File: src/rtl/imt_mem_arbiter.sv
// -----------------------------------------------------------------------------
// imt_mem_arbiter
//
// Merges a core's instruction-fetch port and data port onto a single
// downstream memory bus. Only one transaction is in flight at a time. When
// both ports ask in the same cycle, the port that was not granted last time
// wins.
//
// Parameters
//   ADDR_RESET_PRIO : port favoured by the first simultaneous conflict after
//                     reset (0 = instruction, 1 = data)
//
// Ports
//   clk, resetn                 : clock, asynchronous active-low reset
//   instr_valid / instr_addr    : instruction-fetch request (read-only)
//   instr_ready / instr_rdata   : fetch completion pulse and fetched word
//   mem_valid / mem_instr /
//   mem_addr / mem_wdata /
//   mem_wstrb                   : data-port request
//   mem_ready / mem_rdata       : data-port completion pulse and read word
//   bus_valid / bus_instr /
//   bus_addr / bus_wdata /
//   bus_wstrb                   : merged downstream request (held until ready)
//   bus_ready / bus_rdata       : downstream completion and read data
//
// State table
//   IDLE  | no transaction; arbitrate on any valid request
//   BUS_I | instruction request on the bus, waiting for bus_ready
//   BUS_D | data request on the bus, waiting for bus_ready
//   RESP  | one-cycle ready pulse to the granted port
// -----------------------------------------------------------------------------
module imt_mem_arbiter #(
  parameter bit ADDR_RESET_PRIO = 1'b0
) (
  input  logic        clk,
  input  logic        resetn,

  input  logic        instr_valid,
  input  logic [31:0] instr_addr,
  output logic        instr_ready,
  output logic [31:0] instr_rdata,

  input  logic        mem_valid,
  input  logic        mem_instr,
  input  logic [31:0] mem_addr,
  input  logic [31:0] mem_wdata,
  input  logic [3:0]  mem_wstrb,
  output logic        mem_ready,
  output logic [31:0] mem_rdata,

  output logic        bus_valid,
  output logic        bus_instr,
  output logic [31:0] bus_addr,
  output logic [31:0] bus_wdata,
  output logic [3:0]  bus_wstrb,
  input  logic        bus_ready,
  input  logic [31:0] bus_rdata
);

  typedef enum logic [1:0] {
    IDLE  = 2'd0,
    BUS_I = 2'd1,
    BUS_D = 2'd2,
    RESP  = 2'd3
  } state_t;

  state_t state;

  // Port granted most recently: 0 = instruction, 1 = data.
  logic   last_grant;

  always_ff @(posedge clk or negedge resetn) begin
    if (!resetn) begin
      state       <= IDLE;
      // Starting from the complement makes the first conflict go to
      // ADDR_RESET_PRIO.
      last_grant  <= ~ADDR_RESET_PRIO;
      bus_valid   <= 1'b0;
      bus_instr   <= 1'b0;
      bus_addr    <= '0;
      bus_wdata   <= '0;
      bus_wstrb   <= '0;
      instr_ready <= 1'b0;
      mem_ready   <= 1'b0;
      instr_rdata <= '0;
      mem_rdata   <= '0;
    end else begin
      case (state)
        IDLE: begin
          instr_ready <= 1'b0;
          mem_ready   <= 1'b0;
          // Instruction wins when it is alone, or when both ask and data
          // had the previous grant.
          if (instr_valid && (!mem_valid || last_grant)) begin
            state      <= BUS_I;
            last_grant <= 1'b0;
            bus_valid  <= 1'b1;
            bus_instr  <= 1'b1;
            bus_addr   <= instr_addr;
            bus_wdata  <= '0;
            bus_wstrb  <= '0;
          end else if (mem_valid) begin
            state      <= BUS_D;
            last_grant <= 1'b1;
            bus_valid  <= 1'b1;
            bus_instr  <= mem_instr;
            bus_addr   <= mem_addr;
            bus_wdata  <= mem_wdata;
            bus_wstrb  <= mem_wstrb;
          end
        end

        // The bus fields are not touched here, so they hold whatever was
        // latched at grant regardless of later core-side changes.
        BUS_I: begin
          if (bus_ready) begin
            state       <= RESP;
            bus_valid   <= 1'b0;
            instr_ready <= 1'b1;
            instr_rdata <= bus_rdata;
          end
        end

        BUS_D: begin
          if (bus_ready) begin
            state     <= RESP;
            bus_valid <= 1'b0;
            mem_ready <= 1'b1;
            mem_rdata <= bus_rdata;
          end
        end

        RESP: begin
          state       <= IDLE;
          instr_ready <= 1'b0;
          mem_ready   <= 1'b0;
        end

        default: begin
          state       <= IDLE;
          bus_valid   <= 1'b0;
          instr_ready <= 1'b0;
          mem_ready   <= 1'b0;
        end
      endcase
    end
  end

endmodule

File: config.mk
export PLATFORM = sky130hd
export DESIGN_NAME = imt_mem_arbiter
export DESIGN_NICKNAME = d
export VERILOG_FILES = /design/src/rtl/imt_mem_arbiter.sv
export SDC_FILE = /design/constraint.sdc
export NUM_CORES = 1
export LEC_CHECK = 0
export ABC_CLOCK_PERIOD_IN_PS = 1800
export BUFFER_PORTS_ARGS = -buffer_cell sky130_fd_sc_hd__buf_2
export CAP_MARGIN = 20
export CELL_PAD_IN_SITES_DETAIL_PLACEMENT = 2
export CELL_PAD_IN_SITES_GLOBAL_PLACEMENT = 2
export CORE_MARGIN = 2
export CORE_UTILIZATION = 28
export DETAILED_ROUTE_END_ITERATION = 8
export PLACE_DENSITY_LB_ADDON = 0.1
export SLEW_MARGIN = 5
export SYNTH_ARGS = -nofsm -noshare
export SYNTH_HDL_FRONTEND = slang
export SYNTH_SLANG_ARGS = --single-unit
File: constraint.sdc
create_clock -name clk -period 1.8 [get_ports clk]
set_input_delay 0.09 -clock clk [delete_from_list [all_inputs] [get_ports clk]]
set_output_delay 0.09 -clock clk [all_outputs]
set_load 0.01 [all_outputs]
==> results of run 1 <==
==> routing by layer <==
metal / vias to the layer above / track usage (%)
li1: 2412 / -
met4: 0 / 7.16
met2: 169 / 37.6
met5: - / 0
met3: 26 / 5.30
met1: 2669 / 25.4
==> cells in the final DEF (no fill, tap or decap), types with 5 or more instances in the layout <==
| cell | count |
|---|---|
| a31oi_1 | 32 |
| buf_4 | 12 |
| buf_2 | 272 |
| a21oi_1 | 35 |
| inv_1 | 6 |
| nor2_1 | 33 |
| dlygate4sd3_1 | 131 |
| nand2_1 | 5 |
| clkbuf_16 | 17 |
| mux2_2 | 65 |
| a22o_1 | 36 |
| ha_1 | 5 |
| o21ai_0 | 31 |
| dfrtp_1 | 138 |
| buf_12 | 7 |
==> layout make-up <==
cell class | count | share of cell area [%]
flip-flops and latches | 139 | 37.6
repair buffers | 423 | 31.5
multi-input cells | 259 | 20.7
clock buffers | 20 | 4.82
well taps | 265 | 3.58
clock inverters | 12 | 1.50
inverters | 6 | 0.243
diodes | 3 | 0.0811
==> per-stage QoR <==
stage,cells,worst slack (ns)
3_3_place_gp,961,0.215
4_1_cts,1124,0.119
5_1_grt,1127,0.0504
6_report,1127,0.139
2_1_floorplan,438,0.293
3_5_place_dp,961,0.126
==> timing repair <==
item / 4_1_cts / 5_1_grt
buffers inserted: 0 / 0
gates resized for setup: 0 / 0
hold buffers: 131 / 0
endpoints found under the hold margin: 188 / 0
==> state kept, by name (all words and copies together) (netlist names) <==
register	flops
bus_addr	32
bus_instr	1
bus_valid	1
bus_wdata	32
bus_wstrb	4
instr_rdata	32
instr_ready	1
last_grant	1
mem_rdata	32
mem_ready	1
state	2
==> path summary, 6_finish.rpt <==
| path | end | slack [ns] | depth (start not counted) |
|---|---|---|---|
| worst max-delay path | state[0]$_DFFE_PN0P_ | 0.14 | 5 |
| worst min-delay path | bus_addr[16]$_DFFE_PN0P_ | 0.02 | 3 |
| worst max register to register | state[0]$_DFFE_PN0P_ | 0.14 | 5 |
| worst min register to register | instr_rdata[16]$_DFFE_PN0P_ | 0.50 | 1 |
| max in group asynchronous | mem_rdata[10]$_DFFE_PN0P_ | 0.92 | 3 |
| min in group asynchronous | instr_rdata[13]$_DFFE_PN0P_ | 0.17 | 2 |
==> worst max-delay path: stages (launching register included) <==
cell     delay [ns]
dfrtp_1        0.40
inv_1          0.11
ha_1           0.27
nor3b_1        0.18
a21oi_1        0.23
mux2_2         0.36
==> power groups by stage <==
| stage | clock (mW) | combinational, mW | sequential [mW] |
|---|---|---|---|
| floorplan | 0 | 2.63 | 6.12 |
| global placement | 0 | 5.82 | 5.38 |
| detailed placement | 0 | 6.05 | 5.48 |
| CTS | 3.61 | 6.29 | 5.45 |
| global route | 3.73 | 6.85 | 5.68 |
| finish | 3.51 | 6.29 | 5.48 |
==> cells by family (layout without fill, tap and decap cells) <==
kind of cell	Yosys count	count (layout)	share of synthesized area, %
buffers and inverters	40	461	3.71
muxes	66	66	13.3
DFF	139	139	62.2
other	0	3	0
AOI/OAI and AO/OA	146	146	16.7
and+or+nand+nor	42	42	3.04
adders and majority gates	5	5	1.12
==> results.yml, run 1 <==
cts:
  numClockSinks: 139
  numCtsBuffers: 17
  cts.htree.levels: 4
  worst_skew_pair_later_pin_latency_ns: 0.42
  clockRootBuffer: "clkbuf_16"
  cts_tree: "done"
  clock_path_buffers: 2
  path_clk_slew_ns: 0.06
grt:
  grt.overflow.total: 0
  gr-usage-all-layers_pct: 21.3
  grt_pass1_vias: 6180
  grt_antenna_before_repair: 3
  grt_pass1_wl_um: 35300
  grt_max_degree: 45
timing:
  final_period_minus_worst_setup_slack_ns: 1.66
  grt_setup_unrepaired: "false"
  max_slew_headroom_pct: 70.0
  tightest_slew_ns: 0.450
  total_of_endpoints_with_negative_setup_slack_in_the_final_report: 0
  timing.hold.ws_ns: 0.0164
  report.final.hold_viol_count: 0
  timing.clock.skew_ns: 0.00825
  final-max-slew-violation-count: 0
  min_period_over_period_pct: 92.3
  timing.setup.tns_ns: 0
  timing.fmax_mhz: 602
power:
  comb_power_share_pct: 41.1
  power_density_nw_per_um2: 1650
  clock_power_share_pct: 23.0
  pwr-share-seq_pct: 35.8
  p_int_mw: 9.72
  power.switching_mw: 5.56
  power_after_layout_mw: 15.3
  switching_share_pct: 36.4
  peakVddDrop_mv: 0.770
  static-leakage-power_nw: 4.44
setup_path:
  critical_path.max_fanout: 4
  kind_of_capture_point_of_the_worst_setup_path: "register"
  worst_ep_required_time_ns: 2.10
  worst_ep_arrival_time_ns: 1.96
  critical_path_start_end_classification: "register to register"
  reg2reg_from: "state[0]$_DFFE_PN0P_"
  worstSetupStartpointType: "register"
  crit_path_start: "state[0]$_DFFE_PN0P_"
final_layout:
  finalNetCount: 989
  fraction_of_layout_cells_with_a_size_suffix_above_1_pct: 45.4
  multi_input_comb_area_um2: 1920
  sequential_cell_area_um2: 3480
  final.fill_count: 2015
  design_area_um2: 9260
  synthToLayoutAreaGrowth_pct: 65.4
  post-route-util_pct: 47.4
floorplan:
  die_width_um: 145
  initial_core_util_pct: 28.7
  design.die.area_um2: 21100
  fp-row-count: 51
  io_pins: 274
  die_height_um: 145
  fp.coreArea_um2: 19500
synthesis:
  synthDominantAreaCellType: "dfrtp_1"
  share_of_the_yosys_chip_area_belonging_to_registers_pct: 62.2
  yosysTopAreaCellShare_pct: 61.7
  yosys_register_bits: 139
  post_synth.cell_area_avg_um2: 12.8
  syn_nets: 581
  yosys_warnings: 0
  yosys.cell_count.top_type: "dfrtp_1"
  synth_cell_type_count: 27
  async_flop_share_pct: 100
  synth_commonest_cells: "dfrtp_1 (138), mux2_2 (65), a22o_1 (36), a21oi_1 (35), nor2_1 (33)"
  synth_edf_count: 0
  synth_cells: 438
  synth_area_leaders: "dfrtp_1 (62%), mux2_2 (13%), a22o_1 (5.6%)"
  netlist_area_um2: 5600
  ys_dominant_reg_cell: "dfrtp_1"
drt:
  routed-wl-met3_um: 1100
  wl_um: 22100
  viasPerCell: 4.68
  via_count: 5276
  drt_iter0_drc: 127
  routedLengthMet1_um: 9190
  routed_wire_length_per_instance_um: 19.7
  drt_pre_antenna_iters: 4
  final_antenna_net_count: 0
  detail_route.drc_violations: 0
  route.met2.wl_um: 11500
  dr.max_layer_used: "met4"
place:
  place.gp.congestion: 0.764
  portBuffers: 273
  hpwl_um: 13700
  cell_area_after_placement_um2: 7350
run_status:
  status: "complete, no violations"
hold_path:
  min_from: "instr_addr[16]"
  hold_class: "input pin to register"
job:
  max-cap-violations: 0
Power figures use the tool's default switching activity.
==> inputs of run 2 (changes only) <==
Settings changed: ABC_CLOCK_PERIOD_IN_PS 1800 to 2000, CORE_UTILIZATION 28 to 30, SKIP_CTS_REPAIR_TIMING set to 1.
Clock period 1.8 ns to 2 ns, I/O delays scaled along.
==> run 2 against run 1 <==
  * Worst hold slack got worse by 0.014 ns
  * Core utilization rose by 1.6 points
  * Wire length fell by 2.5%
==> results.yml, run 2 (synthesized netlist as in run 1, its figures left out) <==
run_status:
  status: "complete, no violations"
power:
  pwr-share-seq_pct: 35.8
  power_after_layout_mw: 13.8
  static-leakage-power_nw: 4.30
  power_density_nw_per_um2: 1550
  clock_power_share_pct: 23.5
  p_int_mw: 8.70
  peakVddDrop_mv: 0.764
  power.switching_mw: 5.08
  comb_power_share_pct: 40.7
  switching_share_pct: 36.9
grt:
  grt_util_met1_pct: 22.9
  grt.met3_usage_pct: 6.08
  gr-usage-met2_pct: 33.1
  grt.overflow.total: 0
  grt_antenna_before_repair: 1
  grt_max_degree: 55
  grt_pass1_wl_um: 29700
  grt_pass1_vias: 5283
  gr-usage-all-layers_pct: 19.2
  layer_with_the_highest_usage_after_global_routing: "met2"
timing:
  timing.clock.skew_ns: 0.0128
  tightest_slew_ns: 0.532
  max_slew_headroom_pct: 64.5
  grt_setup_unrepaired: "false"
  total_of_endpoints_with_negative_setup_slack_in_the_final_report: 0
  report.final.hold_viol_count: 0
  timing.setup.tns_ns: 0
  final-max-slew-violation-count: 0
  final_period_minus_worst_setup_slack_ns: 1.73
  timing.fmax_mhz: 577
  min_period_over_period_pct: 86.7
drt:
  routed_wire_length_per_instance_um: 20.4
  detail_route.drc_violations: 0
  final_antenna_net_count: 0
  drt_pre_antenna_iters: 4
  drt_iter0_drc: 100
  viasPerCell: 4.91
  wl_um: 21600
  via_count: 5207
setup_path:
  cp.buffers_inverters: 1
  critical_path.cell_chain: "inv_1 > ha_1 > nor3b_1 > a21oi_1 > mux2_2"
  kind_of_capture_point_of_the_worst_setup_path: "register"
  timing.critical_path.slowest_stage_cell: "dfrtp_1"
  critical_path.max_fanout: 4
  worst_ep_required_time_ns: 2.29
  critical_path_start_end_classification: "register to register"
  worst_ep_arrival_time_ns: 2.03
  cp_top_family: "flip-flops"
  worstSetupStartpointType: "register"
  critPathMaxStageDelay_ns: 0.40
final_layout:
  antennaDiodeCount: 0
  synthToLayoutAreaGrowth_pct: 59.1
  finalNetCount: 961
  fraction_of_layout_cells_with_a_size_suffix_above_1_pct: 47.2
  commonest_non_fill_non_tap_cell_in_the_layout: "buf_2"
  commonest_cells_after_routing_fill_and_taps_aside: "buf_2 (272), dfrtp_1 (138), dlygate4sd3_1 (103), mux2_2 (65), a22o_1 (36)"
floorplan:
  fp-row-count: 49
  fp.coreArea_um2: 18100
  die_height_um: 141
  die_width_um: 141
  io_pins: 274
  design.die.area_um2: 19800
  initial_core_util_pct: 30.8
job:
  max-cap-violations: 0
place:
  portBuffers: 273
  hpwl_um: 13500
  place.gp.congestion: 0.760
cts:
  cts_tree: "done"
  numClockSinks: 139
  path_clk_slew_ns: 0.06
  clockRootBuffer: "clkbuf_16"
  cts.htree.levels: 4
  clock_path_buffers: 2
  numCtsBuffers: 17
  worst_skew_pair_later_pin_latency_ns: 0.42
hold_path:
  hold_class: "input pin to register"
[run 2: cell types whose count changed in the layout (fill, tap and decap cells not counted), moves of 2 or more]
cell	before	now
buf_12	7	4
dlygate4sd3_1	131	103
diode_2	3	0
clkbuf_1	2	0
buf_4	12	15
[run 2: final cells by class]
type / count / area (um2)
Inverter: 6 / 22.5
Timing Repair Buffer: 395 / 2600
Tap cell: 229 / 287
Clock inverter: 14 / 161
Multi-Input combinational cell: 259 / 1920
Fill cell: 1868 / 9250
Sequential cell: 139 / 3480
Clock buffer: 18 / 439
[run 2: layer usage]
| metal | part of all wire (%) | wire [um] | up-vias |
|---|---|---|---|
| met1 | 39 | 8490 | 2635 |
| li1 | - | - | 2355 |
| met5 | 0.060 | 13 | - |
| met4 | 1.9 | 412 | 2 |
| met2 | 53 | 11400 | 186 |
| met3 | 5.8 | 1250 | 29 |
[run 2: power by group through the flow]
| stage | logic, mW | registers [mW] | clock network (mW) |
|---|---|---|---|
| floorplan | 2.37 | 5.51 | 0 |
| global placement | 5.20 | 4.84 | 0 |
| detailed placement | 5.41 | 4.92 | 0 |
| CTS | 5.44 | 4.90 | 3.31 |
| global route | 6.09 | 5.12 | 3.44 |
| finish | 5.60 | 4.93 | 3.24 |
[run 2: stage by stage]
stage	area [um2]	util, %	hold slack, ns	cells	setup WS (ns)
finish	8900	49.1	0.00188	1060	0.266
global route	8900	49.1	0.0117	1060	0.155
CTS	7870	43.4	-0.367	957	0.260
detailed placement	7270	40.1	0.0925	925	0.270
global placement	7270	40.1	0.0850	925	0.398
floorplan	5600	-	-0.196	438	0.493
[run 2: worst register-to-register path: cells and delay by family (launching register included)]
family | cells | cell delay (ns)
DFF | 1 | 0.40
muxes | 1 | 0.38
buffers and inverters | 1 | 0.10
and+or+nand+nor | 1 | 0.18
AOI/OAI and AO/OA | 1 | 0.29
adders and majority gates | 1 | 0.27
[run 2: final timing paths]
check	start	to	slack (ns)	depth (start not counted)
min in group asynchronous	resetn	instr_rdata[8]$_DFFE_PN0P_	0.19	2
worst max register to register	state[0]$_DFFE_PN0P_	state[0]$_DFFE_PN0P_	0.27	5
worst min register to register	mem_rdata[30]$_DFFE_PN0P_	mem_rdata[30]$_DFFE_PN0P_	0.50	1
worst min-delay path	instr_addr[3]	bus_addr[3]$_DFFE_PN0P_	0.002	3
max in group asynchronous	resetn	last_grant$_DFFE_PN1P_	1.06	3
worst max-delay path	state[0]$_DFFE_PN0P_	state[0]$_DFFE_PN0P_	0.27	5
==> inputs of run 3 (changes only) <==
Settings changed: ABC_CLOCK_PERIOD_IN_PS 2000 to 2100, BUFFER_PORTS_ARGS -buffer_cell sky130_fd_sc_hd__buf_2 to unset, CORE_UTILIZATION 30 to 40, DONT_BUFFER_PORTS set to 1.
Clock period 2 ns to 2.1 ns, I/O delays scaled along.
==> run 3 against run 2 <==
  * The run now fails in global routing
  * Synthesized cell count unchanged
  * Synthesized area unchanged
==> results.yml, run 3 <==
place:
  hpwl_um: 10500
  place.gp.congestion: 0.754
  portBuffers: 0
  cell_area_after_placement_um2: 5730
  number_of_placed_instances_taps_included: 593
synthesis:
  synth_cells: 438
  synth_area_leaders: "dfrtp_1 (62%), mux2_2 (13%), a22o_1 (5.6%)"
  synthDominantAreaCellType: "dfrtp_1"
  synth_cell_type_count: 27
  yosys_register_bits: 139
  yosysTopAreaCellShare_pct: 61.7
  share_of_the_yosys_chip_area_belonging_to_registers_pct: 62.2
  ys_dominant_reg_cell: "dfrtp_1"
  async_flop_share_pct: 100
  post_synth.cell_area_avg_um2: 12.8
  synth_edf_count: 0
  yosys_warnings: 0
  yosys.cell_count.top_type: "dfrtp_1"
  synth_commonest_cells: "dfrtp_1 (138), mux2_2 (65), a22o_1 (36), a21oi_1 (35), nor2_1 (33)"
  syn_nets: 581
  netlist_area_um2: 5600
run_status:
  firstError: "[ERROR RSZ-0060] Max buffer count reached."
  failed_stage: "global routing"
  status: "did not finish"
grt:
  grt_max_degree: 140
cts:
  clockRootBuffer: "clkbuf_16"
  numClockSinks: 139
  numCtsBuffers: 17
  clock_path_buffers: 2
  cts.htree.levels: 4
floorplan:
  io_pins: 274
  initial_core_util_pct: 40.6
  fp-row-count: 43
  die_height_um: 122
  die_width_um: 122
## run 3: cell counts after synthesis
Identical to the previous run, type by type.
## run 3: kinds of logic after synthesis
| kind of cell | synth area share (%) |
|---|---|
| adders and majority gates | 1.12 |
| DFF | 62.2 |
| and+or+nand+nor | 3.04 |
| AOI/OAI and AO/OA | 16.7 |
| buffers and inverters | 3.71 |
| muxes | 13.3 |
## run 3: metrics by stage
step	util (%)	setup WS, ns
2_1_floorplan	-	0.593
3_3_place_gp	41.6	0.214
3_5_place_dp	41.6	0.133
4_1_cts	45.7	0.117
==> inputs of run 4 (changes only) <==
Settings changed: CELL_PAD_IN_SITES_DETAIL_PLACEMENT 2 to unset, CELL_PAD_IN_SITES_GLOBAL_PLACEMENT 2 to unset, CORE_UTILIZATION 40 to 25, PLACE_DENSITY_LB_ADDON 0.1 to 0.15.
==> run 4 against run 3 <==
  * The flow now finishes, with violations (negative hold slack)
==> results.yml, run 4 (synthesized netlist as in run 1, its figures left out) <==
power:
  peakVddDrop_mv: 0.472
  power_density_nw_per_um2: 1480
  static-leakage-power_nw: 3.31
drt:
  final_antenna_net_count: 0
  detail_route.drc_violations: 0
  wl_um: 16300
  viasPerCell: 4.95
  via_count: 4273
  drt_iter0_drc: 266
  drt_pre_antenna_iters: 5
  routed_wire_length_per_instance_um: 18.9
setup_path:
  r2r.worst_path.cells: 5
  reg2reg_from: "state[1]$_DFFE_PN0P_"
  r2r_slack_ns: 0.30
  worst_ep_required_time_ns: 2.39
  kind_of_capture_point_of_the_worst_setup_path: "register"
  worstSetupEndpoint: "state[0]$_DFFE_PN0P_"
  crit_path_start: "state[1]$_DFFE_PN0P_"
  timing.rr.end: "state[0]$_DFFE_PN0P_"
  worstSetupStartpointType: "register"
  critical_path_start_end_classification: "register to register"
  critical_path.max_fanout: 4
  worst_ep_arrival_time_ns: 2.08
grt:
  gr-usage-all-layers_pct: 12.3
  grt.overflow.total: 0
  grt_pass1_vias: 3888
  grt_max_degree: 140
  grt_pass1_wl_um: 22700
  grt_antenna_before_repair: 0
final_layout:
  fraction_of_layout_cells_with_a_size_suffix_above_1_pct: 18.9
  synthToLayoutAreaGrowth_pct: 40.6
  antennaDiodeCount: 0
  finalNetCount: 713
  multi_input_comb_area_um2: 1920
  commonest_cells_after_routing_fill_and_taps_aside: "dfrtp_1 (138), dlygate4sd3_1 (137), mux2_2 (65), a22o_1 (36), a21oi_1 (35)"
  commonest_non_fill_non_tap_cell_in_the_layout: "dfrtp_1"
  instances_no_fill: 863
  final.fill_count: 2091
  sequential_cell_area_um2: 3480
  design_area_um2: 7870
place:
  cell_area_after_placement_um2: 5840
  hpwl_um: 9600
  dp_worst_setup_slack_ns: 0.181
  place.gp.congestion: 0.729
  number_of_placed_instances_taps_included: 692
  portBuffers: 0
timing:
  timing.hold.ws_ns: -0.620
  final-max-slew-violation-count: 0
  report.final.hold_viol_count: 140
  max_slew_headroom_pct: 36.0
  timing.fmax_mhz: 557
  grt_setup_unrepaired: "false"
  final_period_minus_worst_setup_slack_ns: 1.80
  min_period_over_period_pct: 85.5
  layout_setup_ws_ns: 0.304
  timing.setup.tns_ns: 0
  timing.clock.skew_ns: 0.0143
  total_of_endpoints_with_negative_setup_slack_in_the_final_report: 0
  tightest_slew_ns: 0.958
job:
  max-cap-violations: 0
cts:
  numClockSinks: 139
  clock_path_buffers: 2
  cts.htree.levels: 4
  clockRootBuffer: "clkbuf_16"
  cts_tree: "done"
  worst_skew_pair_later_pin_latency_ns: 0.41
  numCtsBuffers: 17
  path_clk_slew_ns: 0.07
floorplan:
  fp.coreArea_um2: 21900
  fp-row-count: 54
  io_pins: 274
  design.die.area_um2: 23600
  die_width_um: 154
  die_height_um: 154
  initial_core_util_pct: 25.6
run_status:
  failed_checks: "negative hold slack"
  status: "complete, but fails checks"
hold_path:
  hold_class: "input pin to asynchronous set/reset pin"
## run 4: through the flow
step           hold WS (ns)  power, mW  util (%)
6_report             -0.620       11.7      36.0
5_1_grt              -0.652       12.4      36.0
4_1_cts              -0.644       11.6      29.5
3_5_place_dp         -0.188       8.30      26.7
3_3_place_gp         -0.188       8.22      26.7
2_1_floorplan        -0.191       7.50         -
## run 4: report_power, final
part           internal, mW  total [mW]  switching, mW  leakage [nW]
Sequential             3.99        5.56           1.57          1.66
Clock                  1.93        3.20           1.26         0.298
Combinational          1.56        2.92           1.36          1.35
Total                  7.49        11.7           4.20          3.31
## run 4: worst min-delay path by stage
stage / start / to / cells past startpoint
floorplan: resetn / bus_addr[0]$_DFFE_PN0P_ / 0
global placement: resetn / instr_rdata[17]$_DFFE_PN0P_ / 0
detailed placement: resetn / instr_rdata[17]$_DFFE_PN0P_ / 0
CTS: resetn / instr_rdata[17]$_DFFE_PN0P_ / 0
global route: resetn / instr_rdata[15]$_DFFE_PN0P_ / 0
finish: resetn / instr_rdata[17]$_DFFE_PN0P_ / 0
## run 4: per-layer routing
layer	global-route usage, %	vias up	share of wire [%]
li1	-	1866	-
met1	14.8	2153	41
met2	19.9	235	49
met3	5.10	19	8.9
met4	4.54	0	1.4
met5	0	-	0
## run 4: final cells by class
| cell class | instances | area share (%) |
|---|---|---|
| sequential | 139 | 44.2 |
| multi-input combinational | 259 | 24.4 |
| timing repair buffer | 147 | 18.8 |
| clock buffer | 18 | 5.58 |
| tap | 280 | 4.45 |
| clock inverter | 14 | 2.34 |
| inverter | 6 | 0.286 |
## run 4: worst max-delay path, cell delays in order (launching register included)
cell	delay, ns
dfrtp_1	0.40
inv_1	0.13
ha_1	0.29
nor3b_1	0.43
a21oi_1	0.14
mux2_2	0.29
